==> config.mk <==
export PLATFORM = sky130hd
export DESIGN_NAME = gpr_file_sb
export DESIGN_NICKNAME = d
export VERILOG_FILES = /design/src/rtl/gpr_file_sb_pkg.sv /design/src/rtl/gpr_file_sb_scoreboard.sv /design/src/rtl/gpr_file_sb.sv
export SDC_FILE = /design/constraint.sdc
export NUM_CORES = 2
export LEC_CHECK = 0
export BUFFER_PORTS_ARGS = -buffer_cell sky130_fd_sc_hd__buf_2
export CORE_MARGIN = 2
export CORE_UTILIZATION = 45
export CTS_CLUSTER_SIZE = 14
export DETAILED_ROUTE_END_ITERATION = 10
export PLACE_DENSITY = 0.58
export SYNTH_ARGS = -nofsm -noshare
export SYNTH_HDL_FRONTEND = slang
export SYNTH_SLANG_ARGS = --single-unit
==> constraint.sdc <==
create_clock -name clk -period 25.5 [get_ports clk]
set_input_delay 1.275 -clock clk [delete_from_list [all_inputs] [get_ports clk]]
set_output_delay 1.275 -clock clk [all_outputs]
set_load 0.03 [all_outputs]
==> src/rtl/gpr_file_sb_pkg.sv <==
// gpr_file_sb_pkg: shared core constants (default register width/address width, hard-wired r0 value)
package gpr_file_sb_pkg;
  localparam int GPR_DATA_W = 32;
  localparam int GPR_ADDR_W = 4;
  localparam logic [31:0] GPR0_CONST = 32'h0000_0000;
endpackage

==> src/rtl/gpr_file_sb_scoreboard.sv <==
// gpr_scoreboard: pending bits (in: clk rst iss_en/iss_addr wb_en/wb_addr flush; out: pending vector, pend_cnt)
module gpr_scoreboard
  import gpr_file_sb_pkg::*;
#(
  parameter int ADDR_W = GPR_ADDR_W
) (
  input  logic                 clk,
  input  logic                 rst,
  input  logic                 iss_en,
  input  logic [ADDR_W-1:0]    iss_addr,
  input  logic                 wb_en,
  input  logic [ADDR_W-1:0]    wb_addr,
  input  logic                 flush,
  output logic [2**ADDR_W-1:0] pending,
  output logic [ADDR_W:0]      pend_cnt
);
  localparam int DEPTH = 2**ADDR_W;
  logic [DEPTH-1:0] set_v, clr_v, nxt;
  logic inc, dec;
  always_comb begin
    set_v = '0;
    clr_v = '0;
    set_v[iss_addr] = iss_en && iss_addr != '0;
    clr_v[wb_addr] = wb_en;
    nxt = ((flush ? '0 : pending & ~clr_v) | set_v) & ~DEPTH'(1);
    inc = set_v[iss_addr] && (flush || !pending[iss_addr]);
    dec = !flush && clr_v[wb_addr] && pending[wb_addr] && !set_v[wb_addr];
  end
  always_ff @(posedge clk or posedge rst) begin
    if (rst) begin
      pending <= '0;
      pend_cnt <= '0;
    end else begin
      pending <= nxt;
      pend_cnt <= (flush ? '0 : pend_cnt) + (ADDR_W+1)'(inc) - (ADDR_W+1)'(dec);
    end
  end
endmodule

==> src/rtl/gpr_file_sb.sv <==
// gpr_file_sb: register file, 2 write ports (wa/wb), RD_PORTS bypassed reads (rd_addr->rd_data/rd_busy), pending scoreboard (iss/flush, pend_cnt)
module gpr_file_sb
  import gpr_file_sb_pkg::*;
#(
  parameter int DATA_W   = GPR_DATA_W,
  parameter int ADDR_W   = GPR_ADDR_W,
  parameter int RD_PORTS = 2,
  parameter int BYPASS   = 1
) (
  input  logic                         clk,
  input  logic                         rst,
  input  logic                         wa_en,
  input  logic [ADDR_W-1:0]            wa_addr,
  input  logic [DATA_W-1:0]            wa_data,
  input  logic                         wb_en,
  input  logic [ADDR_W-1:0]            wb_addr,
  input  logic [DATA_W-1:0]            wb_data,
  input  logic                         iss_en,
  input  logic [ADDR_W-1:0]            iss_addr,
  input  logic                         flush,
  input  logic [RD_PORTS*ADDR_W-1:0]   rd_addr,
  output logic [RD_PORTS*DATA_W-1:0]   rd_data,
  output logic [RD_PORTS-1:0]          rd_busy,
  output logic [ADDR_W:0]              pend_cnt
);
  localparam int DEPTH = 2**ADDR_W;
  logic [DATA_W-1:0] mem [DEPTH];
  logic [DEPTH-1:0] pending;
  always_ff @(posedge clk or posedge rst) begin
    if (rst) begin
      for (int k = 0; k < DEPTH; k++) mem[k] <= '0;
    end else begin
      if (wa_en && wa_addr != '0) mem[wa_addr] <= wa_data;
      if (wb_en && wb_addr != '0) mem[wb_addr] <= wb_data;
    end
  end
  gpr_scoreboard #(.ADDR_W(ADDR_W)) u_sb (
    .clk(clk),
    .rst(rst),
    .iss_en(iss_en),
    .iss_addr(iss_addr),
    .wb_en(wb_en),
    .wb_addr(wb_addr),
    .flush(flush),
    .pending(pending),
    .pend_cnt(pend_cnt)
  );
  for (genvar i = 0; i < RD_PORTS; i++) begin : g_rd
    logic [ADDR_W-1:0] a;
    logic wb_hit, wa_hit;
    always_comb begin
      a = rd_addr[i*ADDR_W +: ADDR_W];
      wb_hit = BYPASS != 0 && wb_en && wb_addr == a;
      wa_hit = BYPASS != 0 && wa_en && wa_addr == a;
      rd_data[i*DATA_W +: DATA_W] = a == '0 ? DATA_W'(GPR0_CONST) : wb_hit ? wb_data : wa_hit ? wa_data : mem[a];
      rd_busy[i] = pending[a] && !wb_hit;
    end
  end
endmodule

# [Word level (Yosys, flattened, before mapping)]
# Index checks and enable logic that the tools add are counted.
# W data, S select, Z words.
[word_totals] register_bits=532 inputBits=90 output_inout_bits=71
[op_classes] add_sub_neg=2 n_lt_le_gt_ge=12 eq_ne=4 mux=40 n_bitwise=9 n_reduce_logical=28
[op_table] operator="$bwmux W512" n=2
[op_table] operator="$mux W512" n=2
[op_table] operator="$mux W32" n=12
[op_table] operator="$bmux W32 S4" n=2
[op_table] operator="$demux W32 S4" n=2
[op_table] operator="$and A16 B16 Y16" n=3
[op_table] operator="$bmux W1 S4" n=7
[op_table] operator="$ge A5 B5 Y1 const B" n=4
[op_table] operator="$lt A4 B5 Y1 const B" n=4
[op_table] operator="$not A4 Y5" n=4
[op_table] operator="$logic_and A1 B1 Y1" n=17
[op_table] operator="$eq A4 B4 Y1" n=4
[op_table] operator="$mux W16" n=1
[op_table] operator="$not A16 Y16" n=1
[op_table] operator="$or A16 B16 Y16" n=1
[op_table] operator="$reduce_bool A4 Y1" n=3
[op_table] operator="$lt A5 B1 Y1 const B" n=2
[op_table] operator="$mux W1" n=9
[op_table] operator="$demux W1 S4" n=2
[op_table] operator="$ge A4 B1 Y1 const B" n=2
[op_table] operator="$logic_not A4 Y1" n=2
[op_table] operator="$add A5 B1 Y5" n=1
[op_table] operator="$logic_not A1 Y1" n=5
[op_table] operator="$mux W5" n=1
[op_table] operator="2 further kinds" n=2

# [Depth between registers and ports, before layout]
[logic_depth] depth_word=11 ltp_mapped=14

# [By module]
# A second synthesis with hierarchy kept.
[hier_totals] hier_cells=3505 hier_area_um2=34606.9
[by_module_without_submodules] module="gpr_file_sb" instances=1 cells_per_inst=3369 area_each_um2=33215.6 seq_area_each_um2=12812.3
[by_module_without_submodules] module="gpr_scoreboard" instances=1 cells_per_inst=136 area_each_um2=1391.3 seq_area_each_um2=500.5

# [Worst setup path before layout]
# OpenSTA, ideal clock, no wires.
[synth_path] path_kind="input-to-output" from="input rd_addr[1]" to="output rd_data[10]" arrival_time_ns=2.998 required_time_ns=24.225 slack_ns=21.227 cell_stages=7 n_path_buf=3 cell_sequence="buf_2 > buf_2 > clkbuf_1 > mux4_2 > a22oi_1 > nand2_1 > a221o_1"
[synth_via] elab_chain_cells=7 word_cells_on_any_way=12 cone_classes="2 x eq/ne; 6 x mux; 1 x bitwise; 3 x reduce/logical"
[synth_rtl] item="start: declaration" line_no="gpr_file_sb.sv:21" text="input logic [RD_PORTS*ADDR_W-1:0] rd_addr,"
[synth_rtl] item="$not A4 Y5 (implied by the code)" line_no="gpr_file_sb.sv:55" text="rd_data[i*DATA_W +: DATA_W] = a == '0 ? DATA_W'(GPR0_CONST) : wb_hit ? wb_data : wa_hit ? wa_data : mem[a];"
[synth_rtl] item="$bmux W32 S4" line_no="gpr_file_sb.sv:55"
[synth_rtl] item="$mux W32 (implied by the code) (2 in a row)" line_no="gpr_file_sb.sv:55"
[synth_rtl] item="$mux W32 (2 in a row)" line_no="gpr_file_sb.sv:55"
[synth_rtl] item="$mux W32 *" line_no="gpr_file_sb.sv:55"
[synth_rtl] item="end: declaration" line_no="gpr_file_sb.sv:22" text="output logic [RD_PORTS*DATA_W-1:0] rd_data,"
# Every way passes the cells marked *; elsewhere a longest branch is shown, timed or not. The select of a mux whose other input is x is not followed.

# [Worst setup path in the final report]
[layout_path] from="input rd_addr[4]" to="output rd_data[45]"
# The elaborated chain is that of the path after synthesis.

==> summary.md <==
| Metric | Value |
|---|---|
| Outcome | `complete, no violations` |
| Max-slew violation count | `0` |
| Core ar. | `0.0746 mm²` |
| Layout Utilization | `0.493` |
| Worst Skew | `0.0162 ns` |
| Max frequency | `0.162 GHz` |
| Synth top area share | `0.392` |
| Hold-fix buffers, CTS | `0` |
| Site Rows | `100` |
| CP max FO | `51` |
| Cts bufs inserted | `61` |
| Synth Register Bits | `532` |
| Post-DP Area | `0.0347 mm²` |
| Worst-Margin Slew | `1.31 ns` |
| Req. time, crit path | `24.23 ns` |
| Chip Height | `279 µm` |
| Routed via count | `27000` |
| Seq/Total Area, Yosys | `0.392` |
| RSZ-0062 raised after global routing | `false` |
| Synth unique cells | `54` |
| Initial antenna violation count | `7` |
| Die area | `0.0777 mm²` |
| Area grow syn2layout | `8.25%` |
| Post-DP HPWL | `70400 µm` |
| Peak VDD IR | `0.0572 mV` |
| Largest net degree at the start of global routing | `156` |
| Synth Area per Inst | `10.5 µm²` |
| Worst skew pair latency | `0.64 ns` |
| Setup bufs post-CTS | `0` |
| Clock Path Buffers | `3` |
| Async set-reset flop share out of synthesis | `1.00` |
| CTS sink count | `532` |
| Min Hold Slack | `0.395 ns` |
| ANT nets after route | `0` |
| NumNets Final | `3152` |
| Tightest Hold Check Type | `reg2reg` |
| Mapped Cells | `3228` |
| Synth area leaders | `dfrtp_1, mux4_2, mux2i_1` |
| Post-route DRC | `0` |
| Count leader, synth | `dfrtp_1` |
| Fin area | `0.0368 mm²` |
| Syn nets | `3324` |
| Die X | `279 µm` |
| Synth top cells by count | `dfrtp_1, mux2i_1, nor2_1, a21oi_1, clkbuf_1` |
| CTS root buf | `clkbuf_16` |
| First-pass GRT wire length | `183000 µm` |
| Drt wl/cell | `30.6 µm` |
| Max-slew headroom | `0.123` |
| Post-synth EDFFs | `0` |
| Mapped Area | `0.0340 mm²` |
| Resize count post-CTS | `0` |
| Max-Cap Viols | `0` |
| Final WL | `125000 µm` |
| Ys Warns | `0` |
| Fill count | `6660` |
| Vias per std cell | `6.61` |
| Kind of end point of the critical path | `output pin` |
| IO Pins | `161` |
| Fin crit share | `0.242` |
| Gr ovfl total | `0` |
| Final setup vio count | `0` |
| Final hold violation count | `0` |
| GPL Wtd Cong | `0.872` |
| Initial DRC count | `3443` |
| Critical path data arrival time | `4.91 ns` |
| I/O Buffers | `160` |
| Tot GR Track Use | `0.320` |
| Initial Utilization | `0.456` |
| Ys flop type | `dfrtp_1` |
| Vias in the first global route | `26900` |
| H-tree Lvls | `2` |
| Yosys top cell by area | `dfrtp_1` |
| Crit start category | `input pin` |
| Setup TNS Final | `0 ns` |
| Leak | `15.4 nW` |
| Setup CP Type | `in2out` |
| DRT Pass-1 Iters | `6` |
| Clock-pin slew on the worst setup and hold paths | `0.06 ns` |
| Crit path time final | `6.18 ns` |
| Layout cells sized above 1 | `0.201` |
| CTS tree | `built` |
| Pwr per Cell Area | `79.6 mW/mm²` |
## cell usage in the layout, fill, tap and decap left out, types with 13 or more instances in the layout
cell         n
inv_1       14
a211oi_1    15
buf_2      155
mux2i_1    513
nand2_1    194
o21ai_0     73
a22oi_1    114
mux4_2     255
and2_1      55
clkbuf_16   63
o21ai_1     77
buf_4       53
a221o_1     64
clkinv_2    14
xor2_1      13
a21oi_1    357
nor2_1     369
a221oi_1    15
dfrtp_1    532
clkbuf_1    14
## metrics by stage
| stage | power, W | worst slack (ns) | std cells |
|---|---|---|---|
| CTS | 0.00293 | 19.40 | 4076 |
| floorplan | 0.00178 | 9.36 | 3228 |
| global placement | 0.00196 | 19.48 | 3962 |
| global route | 0.00306 | 19.16 | 4076 |
| finish | 0.00293 | 19.32 | 4078 |
| detailed placement | 0.00200 | 19.42 | 3962 |
## worst paths after layout
path / slack (ns) / end / cells after the start / from
max in group asynchronous: 22.30 / mem[220] / 4 / rst
min: 0.39 / mem[496] / 0 / mem[496]
max: 19.32 / rd_data[45] / 9 / rd_addr[4]
max reg2reg: 22.23 / u_sb.pend_cnt[4] / 11 / u_sb.pending[15]
min reg2reg: 0.39 / mem[496] / 0 / mem[496]
min in group asynchronous: 0.84 / mem[229] / 2 / rst
## worst max-delay path, stage by stage
cell and delay (ns):
clkbuf_8 0.48, buf_4 0.73, xnor2_1 0.20, a32o_1 0.29, buf_4 0.24, nor2_2 0.49, buf_4 0.47, a221o_1 0.32
buf_2 0.24
## flip-flops by register name, summed over array words and instances (netlist names)
register and cells:
mem 512, u_sb.pend_cnt 5, u_sb.pending 15
## final cells by class
| cell class | count | area (µm²) | share of cell area |
|---|---|---|---|
| repair buffers | 212 | 1230 | 0.0335 |
| multi-input cells | 2234 | 18900 | 0.513 |
| diodes | 2 | 5.00 | 0.000136 |
| inverters | 15 | 63.8 | 0.00173 |
| clock buffers | 88 | 1780 | 0.0484 |
| well taps | 969 | 1210 | 0.0330 |
| flip-flops and latches | 532 | 13300 | 0.362 |
| clock inverters | 26 | 320 | 0.00871 |
## layer usage
layer	global-route usage	vias to the layer above	wire length [µm]
met5	0	-	57
met4	0.130	10	5270
met3	0.0782	333	13500
met2	0.486	1622	55900
met1	0.440	13600	49800
li1	-	11500	-
## power by group
group          switching, W  internal, W  leakage (nW)  total (W)
sequential         0.000159      0.00105          6.33    0.00121
combinational      0.000403     0.000386          8.03   0.000788
clock              0.000381     0.000553          1.03   0.000934
total              0.000942      0.00199          15.4    0.00293
## kinds of logic (layout without fill, tap and decap cells)
| group | count (synthesis) | count (layout) | synth area share |
|---|---|---|---|
| and+or+nand+nor | 696 | 696 | 0.0861 |
| other | 0 | 2 | 0 |
| muxes | 771 | 771 | 0.321 |
| AOI/OAI and AO/OA | 740 | 740 | 0.132 |
| DFF | 532 | 532 | 0.392 |
| xor gates and xnor gates | 21 | 21 | 0.00541 |
| buffers and inverters | 462 | 341 | 0.0610 |
| adders and majority gates | 6 | 6 | 0.00243 |
Power figures use the tool's default switching activity.
